--- config.mk ---
export PLATFORM = sky130hd
export DESIGN_NAME = va2_gen
export DESIGN_NICKNAME = d
export VERILOG_FILES = /design/src/rtl/arm_pkg.sv /design/src/rtl/val2_shifter.sv /design/src/rtl/va2_gen.sv
export SDC_FILE = /design/constraint.sdc
export NUM_CORES = 1
export LEC_CHECK = 0
export ABC_CLOCK_PERIOD_IN_PS = 4900
export BUFFER_PORTS_ARGS = -buffer_cell sky130_fd_sc_hd__buf_2
export CORE_MARGIN = 8
export CORE_UTILIZATION = 30
export DETAILED_ROUTE_END_ITERATION = 8
export PLACE_DENSITY = 0.45
export SYNTH_ARGS = -nofsm -noshare
export SYNTH_HDL_FRONTEND = slang
export SYNTH_HIERARCHICAL = 1
export SYNTH_SLANG_ARGS = --single-unit
export TNS_END_PERCENT = 5
--- constraint.sdc ---
create_clock -name clk -period 4.9 [get_ports clk]
set_clock_uncertainty 0.2 [all_clocks]
set_input_delay 0.735 -clock clk [delete_from_list [all_inputs] [get_ports clk]]
set_output_delay 0.735 -clock clk [all_outputs]
set_load 0.005 [all_outputs]
--- src/rtl/arm_pkg.sv ---
// Shared ARM execute-stage constants: shifter-operand field layout and shift types.
package arm_pkg;

  localparam int unsigned DATA_W    = 32;
  localparam int unsigned SHOP_W    = 12;

  localparam int unsigned IMM8_LSB  = 0;
  localparam int unsigned IMM8_W    = 8;
  localparam int unsigned ROT_LSB   = 8;
  localparam int unsigned ROT_W     = 4;
  localparam int unsigned SHAMT_LSB = 7;
  localparam int unsigned SHAMT_W   = 5;
  localparam int unsigned STYPE_LSB = 5;
  localparam int unsigned STYPE_W   = 2;

  localparam logic [1:0] SHIFT_LSL = 2'b00;
  localparam logic [1:0] SHIFT_LSR = 2'b01;
  localparam logic [1:0] SHIFT_ASR = 2'b10;
  localparam logic [1:0] SHIFT_ROR = 2'b11;

endpackage

--- src/rtl/val2_shifter.sv ---
// Combinational 32-bit barrel shifter (LSL/LSR/ASR/ROR by 0..31).
module val2_shifter
  import arm_pkg::*;
(
  input  logic [DATA_W-1:0]  data,
  input  logic [SHAMT_W-1:0] amount,
  input  logic [1:0]         shift_type,
  output logic [DATA_W-1:0]  result
);

  logic [2*DATA_W-1:0] rot_wide;

  always_comb begin
    rot_wide = {data, data} >> amount;
    result   = data;
    case (shift_type)
      SHIFT_LSL: result = data << amount;
      SHIFT_LSR: result = data >> amount;
      SHIFT_ASR: result = DATA_W'($signed(data) >>> amount);
      SHIFT_ROR: result = rot_wide[DATA_W-1:0];
      default:   result = data;
    endcase
  end

endmodule

--- src/rtl/va2_gen.sv ---
// Val2 generator: selects load/store offset, rotated immediate or shifted Rm,
// and registers the result (one-cycle latency).
module va2_gen
  import arm_pkg::*;
(
  input  logic        clk,
  input  logic        rst,
  input  logic [11:0] shift_operand,
  input  logic        imm,
  input  logic        mem_read,
  input  logic        mem_write,
  input  logic [31:0] reg2,
  output logic [31:0] val2
);

  logic [DATA_W-1:0]  sh_data;
  logic [SHAMT_W-1:0] sh_amt;
  logic [1:0]         sh_type;
  logic [DATA_W-1:0]  sh_result;
  logic [DATA_W-1:0]  val2_d;
  logic [DATA_W-1:0]  val2_q;

  // One shifter serves both the immediate rotate and the register shift.
  always_comb begin
    sh_data = reg2;
    sh_amt  = shift_operand[SHAMT_LSB +: SHAMT_W];
    sh_type = shift_operand[STYPE_LSB +: STYPE_W];
    if (imm) begin
      sh_data = DATA_W'(shift_operand[IMM8_LSB +: IMM8_W]);
      sh_amt  = {shift_operand[ROT_LSB +: ROT_W], 1'b0};
      sh_type = SHIFT_ROR;
    end
  end

  val2_shifter u_shifter (
    .data       (sh_data),
    .amount     (sh_amt),
    .shift_type (sh_type),
    .result     (sh_result)
  );

  // Memory access wins over the immediate flag, which may be undefined then.
  always_comb begin
    val2_d = sh_result;
    if (mem_read | mem_write) begin
      val2_d = DATA_W'(shift_operand);
    end
  end

  always_ff @(posedge clk) begin
    if (rst) begin
      val2_q <= '0;
    end else begin
      val2_q <= val2_d;
    end
  end

  assign val2 = val2_q;

endmodule

# --- Word level (Yosys, flattened, before mapping) ---
# Index checks and enable logic that the tools add are counted.
word_totals:
  ff_bits: 32
  inputBits: 49
  elab_cells: 17
op_classes:
  n_eq_ne: 3
  shift: 4
  n_mux: 5
  bitwise_logic: 1
  reduce_logical: 2
op_table:
  columns: ["op", "count"]
  rows:
  - ["$pmux W32 S4", 1]
  - ["$shr A64 B5 Y32", 1]
  - ["$mux W32", 1]
  - ["$shl A32 B5 Y32", 1]
  - ["$shr A32 B5 Y32", 1]
  - ["$sshr A32 B5 Y32", 1]
  - ["$mux W12", 1]
  - ["$eq A2 B2 Y1 const B", 2]
  - ["$eq A2 B1 Y1 const B", 1]
  - ["$logic_not A2 Y1", 1]
  - ["$mux W2", 1]
  - ["$reduce_or A2 Y1", 1]
  - ["$mux W1", 1]
  - ["$or A1 B1 Y1", 1]

# --- Longest topological paths before layout ---
depth:
  depth_word: 4
  ltp_mapped: 15
  depth_no_buf: 9

# --- By module ---
# Netlist, hierarchy kept.
by_module_without_submodules:
  columns: ["module", "instances", "cells_each", "area_per_inst_um2", "seq_area_each_um2"]
  rows:
  - ["val2_shifter", 1, 782, 5934.4, 0.0]
  - ["va2_gen", 1, 135, 1311.3, 640.6]

# --- Worst setup path after synthesis ---
# OpenSTA, ideal clock, no wires.
synth_timing:
  kind: "input -> register"
  start: "input port imm"
  end: "register val2_q[1], in the netlist val2[1]"
  setup_time_ns: 0.070
  t_arrival_ns: 3.203
  slack_ns: 1.427
  stages: 11
  n_path_buf: 3
  path_cell_list: "buf_2 clkbuf_1 or2_2 clkbuf_1 nand4_1 a311oi_2 mux2i_1 a211o_1 a221oi_2 or3b_1 a21oi_1"
synth_between:
  elab_chain_cells: 4
synth_rtl:
  columns: ["item", "line_no", "source"]
  rows:
  - ["start, declared", "va2_gen.sv:9", "input logic imm,"]
  - ["$mux W2 (*)", "va2_gen.sv:28", "if (imm) begin"]
  - ["net sh_type[1]", "va2_gen.sv:18", "logic [1:0] sh_type;"]
  - ["$eq A2 B2 Y1 (tied with other cells)", "val2_shifter.sv:16", "case (shift_type)"]
  - ["$pmux W32 S4 (*)", "val2_shifter.sv:16", null]
  - ["net sh_result[1]", "va2_gen.sv:19", "logic [DATA_W-1:0] sh_result;"]
  - ["$mux W12 (*)", "va2_gen.sv:45", "if (mem_read | mem_write) begin"]
  - ["end signal, assigned", "va2_gen.sv:54", "val2_q <= val2_d;"]
  - ["end, declared", "va2_gen.sv:21", "logic [DATA_W-1:0] val2_q;"]
# The timed path passes the listed nets; every way through them passes the cells marked *.
# A chain may end at the register's enable or synchronous reset.

# --- Worst setup path in the final report ---
layout_timing:
  start: "input port imm"
  end: "register val2_q[5], in the netlist val2[5]"
layout_between:
  elab_chain_cells: 4
layout_rtl:
  columns: ["item", "line_no", "source"]
  rows:
  - ["$mux W32 (*)", "va2_gen.sv:28", null]
  - ["net sh_data[12]", "va2_gen.sv:16", "logic [DATA_W-1:0] sh_data;"]
  - ["$shr A64 B5 Y32 (tied with other cells)", "val2_shifter.sv:14", "rot_wide = {data, data} >> amount;"]
  - ["$pmux W32 S4 (*)", "val2_shifter.sv:16", null]
  - ["net sh_result[5]", "va2_gen.sv:19", null]
  - ["$mux W12 (*)", "va2_gen.sv:45", null]
# Marked as above.

==> impl_metrics.toml <==
[run_status]
status = "finished clean"

[logic_synthesis]
synth_common_cells = "88 x mux2i_1, 81 x nand2_1, 77 x nor2_1"
yosysMostFrequentCell = "mux2i_1"
async_flop_share = 0
synth_area_mm2 = 0.007246
synthesis.nets = 966
synth_edf_count = 0
synth_top_area_frac = 0.1274
synth_warnings = 6
ys_seq_elements = 32
yosysSeqAreaShare = 0.08841
synth_area_leaders = "mux4_2 13%, mux2i_1 12%, dfxtp_1 8.8%"
yosysTopAreaCell = "mux4_2"
synth_cell_types = 84
netlist_instances = 917
syn_area_per_cell_um2 = 7.902
synth_flop_cell = "dfxtp_1"

[detailed_routing]
route.detailed.drc = 0
dr.pass1.iters = 6
wl_met1_um = 15690
topRoutingLayerUsed = "met4"
drt_iter0_drc = 1376
drt_wl_total_um = 38220
ant_nets = 0
vias = 8521
wl_per_cell_um = 30.04
routed-wl-met2_um = 15990
viasPerCell = 6.699
wl_met3_um = 4410

[timing]
worst_pin_slew_ns = 1.115
finalSetupTns_ns = 0
hold_violations = 0
fin_crit_sh = 0.8550
maxSlewViolCount = 0
setup_violations = 0
clock.fmax_mhz = 238.7
slew_headroom = 0.2488
period_needed_ns = 4.190
rsz0062_at_grt = "no"

[floorplanning]
ios = 81
rows = 57
die_height_um = 171.4
core_mm2 = 0.02403
start_util = 0.3015
die_w_um = 171.4
dieArea_mm2 = 0.02938

[global_routing]
grt_usage = 0.2567
grt_first_pass_wirelength_um = 56080
grt_max_degree = 50
grt_pass1_vias = 7938
antenna_found_initial = 0
grt_overflow_total = 0

[critical_path]
slowest_stage = "nor2b_1"
worstPathRequired_ns = 4.90
criticalPathCategory = "in -> reg"
crit_chain = "buf_2 > nor2b_1 > mux2i_1 > mux4_2 > o221ai_1 > o21a_1 > nor2_1 > a31oi_1 > or3b_1 > a21oi_1"
arrival_ns = 4.19
startpoint_type = "input port"
crit_buf_inv = 1
end_kind = "register"
slowest_delay_ns = 0.91
worstPathMaxFanout = 35
cp_top_family = "simple AND/OR/NAND/NOR gates"

[pwr]
seq_power_share = 0.186
ir_drop_v = 0.0001663
p_per_area_mw_per_mm2 = 184.9
switching_share = 0.4640
power.net_switching_mw = 0.6865
p_clk_frac = 0.211
comb_power_share = 0.603
total_power_mw = 1.479
p_leak_nw = 3.147
p_int_mw = 0.7929

[flow_run]
maxCapViolations = 0

[clock_tree]
clock-sinks = 32
cts_hold_buf = 0
cts.clk_slew.worst_paths_ns = 0.06
cts_made_buffers = 5
cts_buffer_depth = 2
cts_max_level = 2
cts_root_buf = "clkbuf_16"
cts_tree = "done"
cts_resized = 0
post-cts-setup-buffer-count = 0

[layout]
diodes = 0
fillCellCount = 2618
nets = 996
drive_gt1_frac = 0.2669
largest_reg_flops = 32
area_growth_pct = 10.41

[placed_design]
gp_congestion = 1.077
port_buffers = 80
hpwl_um = 29100

[worst_hold_path]
hp-class = "in -> reg"
==> placed cells by master (no fill, tap or decap), types with 11 or more instances in the layout <==
cell      Yosys  layout
mux2i_1      88      88
nand2_1      81      81
buf_2        33      77
nor2_1       77      77
buf_4        10      55
a21oi_1      43      43
o21ai_0      42      42
mux2_2       41      41
mux4_2       41      41
o22ai_1      33      33
nor3_1       32      32
dfxtp_1      32      32
nor2b_1      32      31
and2_1       27      27
nand3_1      17      17
a22oi_1      15      15
a211oi_1     13      13
or3b_1       12      12
o211ai_1     12      12
a221oi_1     11      11
==> power groups by stage <==
stage | sequential (mW) | clock [mW] | combinational [mW]
3_3_place_gp | 0.281 | 0 | 0.865
6_report | 0.276 | 0.312 | 0.891
4_1_cts | 0.276 | 0.320 | 0.851
2_1_floorplan | 0.283 | 0 | 0.557
3_5_place_dp | 0.281 | 0 | 0.848
5_1_grt | 0.277 | 0.334 | 0.925
==> per-layer routing <==
layer | GRT usage | up-vias
li1 | - | 3597
met1 | 0.3513 | 4148
met2 | 0.3808 | 652
met3 | 0.05141 | 124
met4 | 0.1202 | 0
met5 | 0 | -
==> final timing paths <==
check,start,end,depth (start not counted)
max,imm,val2[5],10
min,shift_operand[2],val2[2],3
==> through the flow <==
| stage | cells | hold WS [ns] | setup slack, ns | instance area (um2) | utilization |
|---|---|---|---|---|---|
| 2_1_floorplan | 917 | 0.6041 | 1.427 | 7246 | - |
| 5_1_grt | 1272 | 0.5709 | 0.6365 | 8000 | 0.3329 |
| 4_1_cts | 1272 | 0.5623 | 0.8472 | 8000 | 0.3329 |
| 6_report | 1272 | 0.5703 | 0.7103 | 8000 | 0.3329 |
| 3_5_place_dp | 1264 | 0.8550 | 0.5599 | 7851 | 0.3267 |
| 3_3_place_gp | 1264 | 0.8613 | 0.4754 | 7851 | 0.3267 |
==> cell families (layout without fill, tap and decap cells) <==
group	after synthesis	after routing	synth area share
mux	182	182	0.3442
compound gates	264	264	0.2557
simple gates	321	321	0.2212
buf+inv	118	149	0.09049
flops	32	32	0.08841
==> layout make-up <==
class	count	area (um2)	area share
well taps	324	405.4	0.05067
clock inverters	2	10.01	0.001251
clock buffers	6	138.9	0.01736
flip-flops and latches	32	640.6	0.08008
repair buffers	133	818.3	0.1023
multi-input cells	767	5957	0.7446
inverters	8	30.03	0.003754
==> worst min-delay path, cell delays in order <==
cell,delay [ns]
buf_2,0.11
o21ai_0,0.09
a21oi_1,0.07
(Power assumes the default switching activity.)
